**src/rtl/if_fetch.sv**
```systemverilog
// Instruction fetch: PC in, four byte reads over an 8-bit synchronous port, {inst, pc} out.
// Latency: valid 5 cycles after PC accept; holds the PC generator while busy or holding a result.
module if_fetch #(
    parameter int          ADDR_W   = 32,
    parameter logic [31:0] NOP_INST = 32'h0000_0013
) (
    input  logic              clk,
    input  logic              rst,
    input  logic [ADDR_W-1:0] pc_i,
    input  logic              pc_ce_i,
    output logic              pc_stall_o,
    output logic              mem_rd_o,
    output logic [ADDR_W-1:0] mem_addr_o,
    input  logic [7:0]        mem_din_i,
    output logic [31:0]       inst_o,
    output logic [ADDR_W-1:0] inst_pc_o,
    output logic              inst_valid_o,
    input  logic              id_ready_i,
    input  logic              flush_i
);

    typedef enum logic [1:0] {IDLE, FETCH, HOLD} state_t;

    state_t            state, state_nxt;
    logic [1:0]        cnt, cnt_nxt;
    logic [ADDR_W-1:0] addr_q, addr_nxt;
    logic [31:0]       inst_q;
    logic              cap;

    always_ff @(posedge clk or posedge rst) begin
        if (rst) begin
            state  <= IDLE;
            cnt    <= 2'd0;
            addr_q <= '0;
            inst_q <= 32'd0;
        end else begin
            state  <= state_nxt;
            cnt    <= cnt_nxt;
            addr_q <= addr_nxt;
            if (cap) inst_q[{cnt, 3'b000} +: 8] <= mem_din_i;
        end
    end

    always_comb begin
        state_nxt    = state;
        cnt_nxt      = cnt;
        addr_nxt     = addr_q;
        cap          = 1'b0;
        mem_rd_o     = 1'b0;
        mem_addr_o   = '0;
        inst_valid_o = 1'b0;
        // A flush drops everything, including the byte arriving next cycle.
        if (flush_i) begin
            state_nxt = IDLE;
        end else begin
            case (state)
                IDLE: begin
                    if (pc_ce_i && !rst) begin
                        mem_rd_o   = 1'b1;
                        mem_addr_o = pc_i;
                        addr_nxt   = pc_i;
                        cnt_nxt    = 2'd0;
                        state_nxt  = FETCH;
                    end
                end
                FETCH: begin
                    cap = 1'b1;
                    if (cnt != 2'd3) begin
                        mem_rd_o   = 1'b1;
                        mem_addr_o = addr_q + ADDR_W'(cnt) + ADDR_W'(1);
                        cnt_nxt    = cnt + 2'd1;
                    end else begin
                        state_nxt = HOLD;
                    end
                end
                HOLD: begin
                    inst_valid_o = 1'b1;
                    if (id_ready_i) state_nxt = IDLE;
                end
                default: state_nxt = IDLE;
            endcase
        end
    end

    assign pc_stall_o = (state != IDLE);
    assign inst_o     = inst_valid_o ? inst_q : NOP_INST;
    assign inst_pc_o  = inst_valid_o ? addr_q : '0;

endmodule
```
**config.mk**
```make
export PLATFORM = sky130hd
export DESIGN_NAME = if_fetch
export DESIGN_NICKNAME = d
export VERILOG_FILES = /design/src/rtl/if_fetch.sv
export SDC_FILE = /design/constraint.sdc
export NUM_CORES = 1
export LEC_CHECK = 0
export CAP_MARGIN = 5
export CORE_MARGIN = 10
export CORE_UTILIZATION = 50
export DETAILED_ROUTE_END_ITERATION = 16
export PLACE_DENSITY_LB_ADDON = 0.3
export SETUP_SLACK_MARGIN = 0.05
export SLEW_MARGIN = 25
export SYNTH_ARGS = -nofsm -noshare
export SYNTH_HDL_FRONTEND = slang
export SYNTH_SLANG_ARGS = --single-unit
```
**constraint.sdc**
```tcl
create_clock -name clk -period 7.1 [get_ports clk]
set_input_delay 1.42 -clock clk [delete_from_list [all_inputs] [get_ports clk]]
set_output_delay 1.42 -clock clk [all_outputs]
set_load 0.03 [all_outputs]
```
# Word-level counts from Yosys, hierarchy flattened
# Index checks and enable logic that the tools add are counted.
[classes]
add_sub_neg = 4
eq_ne = 8
n_mux = 23
bitwise = 1
n_shift = 2
n_reduce_logical = 8
[ops]
columns = ["cell", "count"]
rows = [
  ["32-bit two-way mux", 5],
  ["32-bit case mux with 2 select lines", 1],
  ["32-bit by 1-bit adder with 32-bit output, second input constant", 1],
  ["32-bit by 2-bit adder with 32-bit output", 1],
  ["32-bit bitwise mux", 1],
  ["8-bit by 7-bit variable shift with 32-bit output, first input constant", 1],
  ["8-bit by 7-bit indexed part select with 32-bit output", 1],
  ["2-bit two-way mux", 6],
  ["3-bit != test, second input constant", 3],
  ["1-bit two-way mux", 7],
  ["5-bit negation with 7-bit output", 1],
  ["2-bit != test, second input constant", 3],
  ["2-bit case mux with 3 select lines", 1],
  ["3-bit AND reduction", 2],
  ["2-bit case mux with 2 select lines", 1],
  ["4-bit AND reduction", 1],
  ["2-bit nonzero test", 2],
  ["2-bit by 1-bit adder with 2-bit output, second input constant", 1],
  ["2-bit by 1-bit == test with 1-bit output, second input constant", 1],
  ["2-bit == test, second input constant", 1],
  ["2-bit zero test", 1],
  ["1-bit case mux with 2 select lines", 1],
  ["1-bit logical AND", 1],
  ["1-bit zero test", 1],
  ["1-bit NOT", 1],
]
[word_totals]
register_bits = 68
out_inout_bits = 99
wordCells = 50

# Depth between registers and ports, before layout
# Gate-level depths: netlist (run 1).
[logic_depth]
ltp_word = 5
mapped_depth = 8

# Worst setup path after synthesis (run 1)
# OpenSTA, ideal clock, no wires.
[synth_path]
path_kind = "input to output"
startpoint = "input rst"
endpoint = "output mem_addr_o[12]"
required_time_ns = 5.680
arrival_time_ns = 4.262
stages = 6
slack_ns = 1.418
cell_sequence = "inv_1 > nand3b_1 > nor2_1 > clkbuf_1 > nand2_1 > o21ai_0"
[synth_via]
elab_chain_cells = 5
[synth_lines]
columns = ["element", "line_no", "source"]
rows = [
  ["start, declared", "8", "input logic rst,"],
  ["1-bit zero test", "58", "if (pc_ce_i && !rst) begin"],
  ["1-bit logical AND", "58", ""],
  ["32-bit two-way mux", "58", ""],
  ["32-bit case mux with 2 select lines", "56", "case (state)"],
  ["32-bit two-way mux", "53", "if (flush_i) begin"],
  ["end, declared", "13", "output logic [ADDR_W-1:0] mem_addr_o,"],
]
# Every way passes these cells.

# Final worst setup path (run 1)
[layout_path]
startpoint = "input flush_i"
endpoint = "output mem_addr_o[27]"
[layout_via]
elab_chain_cells = 1
[layout_lines]
columns = ["element", "line_no", "source"]
rows = [
  ["start, declared", "19", "input logic flush_i"],
  ["32-bit two-way mux", "53", ""],
]
# Every way passes these cells.

==> flow_metrics.env, run 1 <==
export IMPL_status="completed"
export IMPL_hold_end="inst_q[6]"
export IMPL_endpoint_kind="output pin"
export IMPL_first_global_vias=4202
export IMPL_die_y_um=111.4
export IMPL_async_flop_share=1.000
export IMPL_period_minus_slack_ns=5.368
export IMPL_fmax_mhz=186.3
export IMPL_ant_nets=0
export IMPL_synthCells=522
export IMPL_antenna_found_initial=0
export IMPL_final_cell_area_um2=5886
export IMPL_finalWorstSetupSlack_ns=1.732
export IMPL_synth_edf_count=0
export IMPL_gp_congestion=0.8451
export IMPL_numCtsBuffers=9
export IMPL_peakVddDrop_uv=119.9
export IMPL_worst_path_max_delay_cell="clkdlybuf4s50_1"
export IMPL_grt_overflow=0
export IMPL_drtIter0Drc=206
export IMPL_insertion_delay_ns=0.35
export IMPL_path_cells="clkdlybuf4s50_1, nor2_1, and2_1, nand2b_1, o21ai_0, clkdlybuf4s50_1"
export IMPL_dieArea_um2=12400
export IMPL_maxSlewViolCount=0
export IMPL_rsz0062_at_grt="no"
export IMPL_dpl_cell_area_um2=5690
export IMPL_hold_path_class="flop to flop"
export IMPL_tritoncts="done"
export IMPL_ys_ff_latch=68
export IMPL_grt_start_max_net_pins=69
export IMPL_tns_ns=0
export IMPL_critical_path_arrival_ns=3.95
export IMPL_ctsHtreeMaxLevel=3
export IMPL_synth_nets=577
export IMPL_rows=33
export IMPL_postLayoutCoreUtil=0.7199
export IMPL_hold_buffers=0
export IMPL_clk_pin_slew_ns=0.07
export IMPL_start_kind="input port"
export IMPL_maxCapViolations=0
export IMPL_grt_usage=0.2025
export IMPL_tightest_slew_ns=0.9302
export IMPL_synth_warnings=0
export IMPL_path_delay_family="buffers and inverters"
export IMPL_cts_buffer_depth=2
export IMPL_rrSetupSlack_ns=4.97
export IMPL_drtPass1Iterations=5
export IMPL_io_pins=144
export IMPL_hold_depth=2
export IMPL_crit_fanout=25
export IMPL_synth_avg_cell_area_um2=7.996
export IMPL_place_ws_ns=1.458
export IMPL_ctsResizeCount=0
export IMPL_hold_violations=0
export IMPL_drt_wl_total_mm=13.00
export IMPL_cts_root_buf="clkbuf_8"
export IMPL_cts_setup_buffers=0
export IMPL_post_drt_wl_per_cell_um=16.95
export IMPL_die_w_um=111.4
export IMPL_synth_distinct_cells=42
export IMPL_worst_path_buf_inv=2
export IMPL_p_leak_uw=0.002491
export IMPL_cp_common_cell="clkdlybuf4s50_1"
export IMPL_drc=0
export IMPL_synth_area_um2=4174
export IMPL_slowest_delay_ns=0.72
export IMPL_powerDensity_nw_per_um2=204.4
export IMPL_fin_nets=713
export IMPL_dp_hpwl_mm=9.863
export IMPL_num_vias=4078
export IMPL_place_port_buffers=143
export IMPL_syn2layout_area_growth_pct=41.01
export IMPL_r2r_start="cnt[0]"
export IMPL_timing_slew_headroom=0.3798
export IMPL_crit_type="input port to output pin"
export IMPL_grt_pass1_wl_mm=21.15
export IMPL_min_period_over_period=0.7561
export IMPL_start_util=0.5106
export IMPL_hold_start="inst_q[6]"
export IMPL_finalSetupViolCount=0
export IMPL_ys_seq_area_frac=0.4077
export IMPL_drive_above_1_share=0.05740
export IMPL_diodes=0
export IMPL_coreArea_um2=8175
export IMPL_reg2regPathDepth=6
export IMPL_clock_sinks=68
export IMPL_detail_route_vias_per_cell=5.317
export IMPL_r2r_end="inst_q[10]"
export IMPL_skew_ns=0.009985
export IMPL_crit_required_ns=5.68
export IMPL_synth_ff_type="dfrtp_1"
export IMPL_startpoint="flush_i"
==> state kept, by name, indices dropped and copies added, names as in the netlist <==
name,cells
addr_q,32
inst_q,32
cnt,2
state,2
==> routing by layer <==
| layer | vias to the layer above | share of wire | GRT usage |
|---|---|---|---|
| li1 | 1982 | - | - |
| met1 | 1912 | 0.41 | 0.2353 |
| met2 | 156 | 0.48 | 0.3380 |
| met3 | 28 | 0.078 | 0.06656 |
| met4 | 0 | 0.027 | 0.07969 |
| met5 | - | 0 | 0 |
==> layout by cell type, fill, tap and decap left out, types with 2 or more instances in the layout <==
master           netlist  layout
o21ai_1                7       7
or2_2                  3       3
nor4_4                 2       2
nand4_4                2       2
buf_4                  0       4
nand2_1              163     163
inv_1                 11      10
nor2_1                25      24
nor3_1                 6       6
and2_1                61      61
nor4_1                 2       2
a21oi_1                3       3
nand4_1                3       3
ha_1                   9       9
xor2_1                15      15
nand2b_1               5       5
dfrtp_1               68      68
clkdlybuf4s50_1        0     143
nor4_2                 2       2
xnor2_1               15      15
clkinvlp_4             0       3
nand3_1               12      12
o21ai_0               52      52
a22oi_1                9       9
and3_1                 5       5
and4_1                 2       2
clkbuf_8               0       9
nand4_2                2       2
==> kinds of logic (layout without fill, tap and decap cells) <==
family,after synthesis,count (layout),share of synthesized area
AOI/OAI and AO/OA,77,77,0.1034
xor gates and xnor gates,30,30,0.06295
adders and majority gates,10,10,0.03178
buffers and inverters,33,173,0.02998
DFF,68,68,0.4077
muxes,1,1,0.002398
and+or+nand+nor,303,303,0.3618
==> how the worst max path moves through the flow <==
stage	endpoint	slack, ns	cells past startpoint
floorplan	mem_addr_o[12]	1.42	6
global placement	mem_addr_o[30]	1.51	6
detailed placement	mem_addr_o[21]	1.46	6
CTS	mem_addr_o[21]	1.46	6
global route	mem_addr_o[12]	1.52	6
finish	mem_addr_o[27]	1.73	6
==> cells in the mapped netlist, drive strengths merged, types with 2 or more instances <==
library cell  instances  share of area
nand2               163           0.15
dfrtp                68           0.41
and2                 62          0.093
o21ai                60          0.073
nor2                 25          0.022
clkbuf               19          0.017
xnor2                15          0.031
xor2                 15          0.031
nand3                12          0.014
inv                  11         0.0099
a22oi                 9          0.016
ha                    9          0.027
nand4                 7          0.021
nor3                  6         0.0072
nor4                  6          0.019
and3                  5         0.0075
nand2b                5         0.0075
a21oi                 3         0.0036
buf                   3         0.0030
or2                   3         0.0045
and4                  2         0.0042
nor3b                 2         0.0036
==> area by class of cell <==
| cell class | count | area [um^2] |
|---|---|---|
| Tap cell | 105 | 131.4 |
| Timing Repair Buffer | 147 | 1461 |
| Fill cell | 648 | 2290 |
| Sequential cell | 68 | 1702 |
| Inverter | 11 | 41.29 |
| Multi-Input combinational cell | 421 | 2360 |
| Clock inverter | 6 | 66.31 |
| Clock buffer | 9 | 123.9 |
==> report_power, final <==
group	total [uW]	switching, uW	internal (uW)
registers	553	89.0	464
clock network	314	154	160
logic	335	197	139
==> worst min-delay path: cells and delay by family (launching register included) <==
family	cells	cell delay, ns
DFF	1	0.34
AOI/OAI and AO/OA	1	0.06
and+or+nand+nor	1	0.04
==> through the flow <==
| stage | total power [uW] | std cells | hold WS, ns |
|---|---|---|---|
| floorplan | 761.9 | 522 | 0.4413 |
| global placement | 876.7 | 752 | 0.4540 |
| detailed placement | 892.9 | 752 | 0.4628 |
| CTS | 1205 | 767 | 0.4794 |
| global route | 1280 | 767 | 0.5074 |
| finish | 1203 | 767 | 0.4761 |
Power figures use the tool's default switching activity.
==> run 2: changes to the inputs <==
- CORE_UTILIZATION: 50 -> 46
- clock period: 7.1 -> 5 ns (I/O delays scaled with it)
==> run 2 against run 1 <==
Effect of this change: die area rose by 7.1%; utilization fell by 5.2 points; clock skew fell by 0.0040 ns; first-iteration DRC count rose by 32%; highest routed layer unchanged.
==> flow_metrics.env, run 2 (synthesized netlist as in run 1, its figures left out) <==
export IMPL_drtPass1Iterations=5
export IMPL_start_kind="flop"
export IMPL_coreArea_um2=8763
export IMPL_period_minus_slack_ns=4.756
export IMPL_dieArea_um2=13280
export IMPL_peakVddDrop_uv=150.2
export IMPL_hold_violations=0
export IMPL_numCtsBuffers=9
export IMPL_cts_root_buf="clkbuf_8"
export IMPL_io_pins=144
export IMPL_rsz0062_at_grt="no"
export IMPL_tritoncts="done"
export IMPL_crit_required_ns=4.00
export IMPL_fin_nets=713
export IMPL_place_ws_ns=0.4889
export IMPL_path_cells="inv_1, ha_1, fa_1, nand4b_1, or4_4, nor2_1, xnor2_1, o21ai_1, clkdlybuf4s50_1"
export IMPL_clk_pin_slew_ns=0.07
export IMPL_stdcell_count=770
export IMPL_cts_setup_buffers=0
export IMPL_ctsHtreeMaxLevel=3
export IMPL_reg2regPathDepth=6
export IMPL_swShare=0.3789
export IMPL_finalSetupViolCount=0
export IMPL_p_leak_uw=0.002481
export IMPL_final_common_cell="nand2_1"
export IMPL_hold_start="inst_q[17]"
export IMPL_endpoint_kind="output pin"
export IMPL_worst_path_buf_inv=2
export IMPL_r2r_start="cnt[0]"
export IMPL_syn2layout_area_growth_pct=40.20
export IMPL_maxCapViolations=0
export IMPL_crit_type="flop to output pin"
export IMPL_critical_path_arrival_ns=3.76
export IMPL_detail_route_vias_per_cell=5.408
export IMPL_gp_congestion=0.8924
export IMPL_die_y_um=115.3
export IMPL_fmax_mhz=210.2
export IMPL_p_seq_frac=0.476
export IMPL_power_frac_clock=0.235
export IMPL_place_inst=755
export IMPL_slowest_delay_ns=0.70
export IMPL_hold_buffers=0
export IMPL_antenna_found_initial=0
export IMPL_final_cell_mix="nand2_1, clkdlybuf4s50_1, dfrtp_1, and2_1, o21ai_0"
export IMPL_finalWorstSetupSlack_ns=0.2437
export IMPL_combPwrFrac=0.289
export IMPL_postLayoutCoreUtil=0.6678
export IMPL_reg_top3="addr_q: 32 flops, inst_q: 32 flops"
export IMPL_drive_above_1_share=0.05589
export IMPL_ant_nets=0
export IMPL_first_global_vias=4230
export IMPL_start_util=0.4763
export IMPL_tns_ns=0
export IMPL_dp_hpwl_mm=10.15
export IMPL_path_delay_family="simple AND/OR/NAND/NOR gates"
export IMPL_min_period_over_period=0.9513
export IMPL_crit_fanout=8
export IMPL_hold_depth=2
export IMPL_post_drt_wl_per_cell_um=17.73
export IMPL_place_port_buffers=143
export IMPL_skew_ns=0.006035
export IMPL_r2r_end="inst_q[12]"
export IMPL_grt_start_max_net_pins=69
export IMPL_grt_overflow=0
export IMPL_powerDensity_nw_per_um2=283.6
export IMPL_status="completed"
export IMPL_diodes=0
export IMPL_tightest_slew_ns=0.9448
export IMPL_grt_pass1_wl_mm=21.77
export IMPL_grt_usage=0.2008
export IMPL_drtIter0Drc=272
export IMPL_cts_buffer_depth=2
export IMPL_rrSetupSlack_ns=2.87
export IMPL_hold_end="inst_q[17]"
export IMPL_internal_power_uw=1031
export IMPL_clock_sinks=68
export IMPL_drc=0
export IMPL_ctsResizeCount=0
export IMPL_drt_wl_total_mm=13.65
export IMPL_die_w_um=115.3
export IMPL_insertion_delay_ns=0.35
export IMPL_timing_slew_headroom=0.3701
export IMPL_fill_cells=741
export IMPL_rows=34
export IMPL_hold_path_class="flop to flop"
export IMPL_switchingPower_uw=628.9
export IMPL_worst_path_max_delay_cell="clkdlybuf4s50_1"
export IMPL_maxSlewViolCount=0
export IMPL_num_vias=4164
==> run 2: layout make-up <==
cell class                 instances  area, um^2  share of cell area
multi-input combinational        421        2355              0.4024
sequential                        68        1702              0.2908
timing repair buffer             147        1461              0.2497
tap                              108       135.1             0.02309
clock buffer                      10       127.6             0.02181
inverter                          11       41.29            0.007056
clock inverter                     5       30.03            0.005131
==> run 2: power by group through the flow <==
stage / clock (uW) / sequential [uW] / combinational, uW
global route: 420 / 806 / 535
global placement: 0 / 789 / 459
detailed placement: 0 / 796 / 475
floorplan: 0 / 755 / 327
finish: 389 / 790 / 480
CTS: 391 / 788 / 480
==> run 2: stage by stage <==
step	total power [uW]	hold slack, ns	instance area, um^2
floorplan	1082	0.4413	4174
global placement	1249	0.4546	5694
CTS	1659	0.4832	5852
finish	1660	0.4766	5852
detailed placement	1271	0.4672	5694
global route	1761	0.5135	5852
==> run 2: worst max-delay path by stage <==
stage                     cells after the start  startpoint              to
after floorplan                               6         rst  mem_addr_o[12]
after global placement                        6     flush_i  mem_addr_o[31]
after detailed placement                      6     flush_i  mem_addr_o[13]
after CTS                                     9      cnt[0]  mem_addr_o[20]
after global routing                          9      cnt[0]  mem_addr_o[20]
final                                         9      cnt[0]  mem_addr_o[20]
==> run 2: tightest hold or removal path: stages, from the launching register on <==
cell	delay, ns
dfrtp_1	0.34
nand2_1	0.04
o21ai_0	0.06
==> run 2: metal layers <==
| layer | track usage | wire, um |
|---|---|---|
| met1 | 0.2377 | 5401 |
| met2 | 0.3333 | 6665 |
| met3 | 0.06979 | 1333 |
| met4 | 0.06518 | 249 |
| met5 | 0 | 0 |
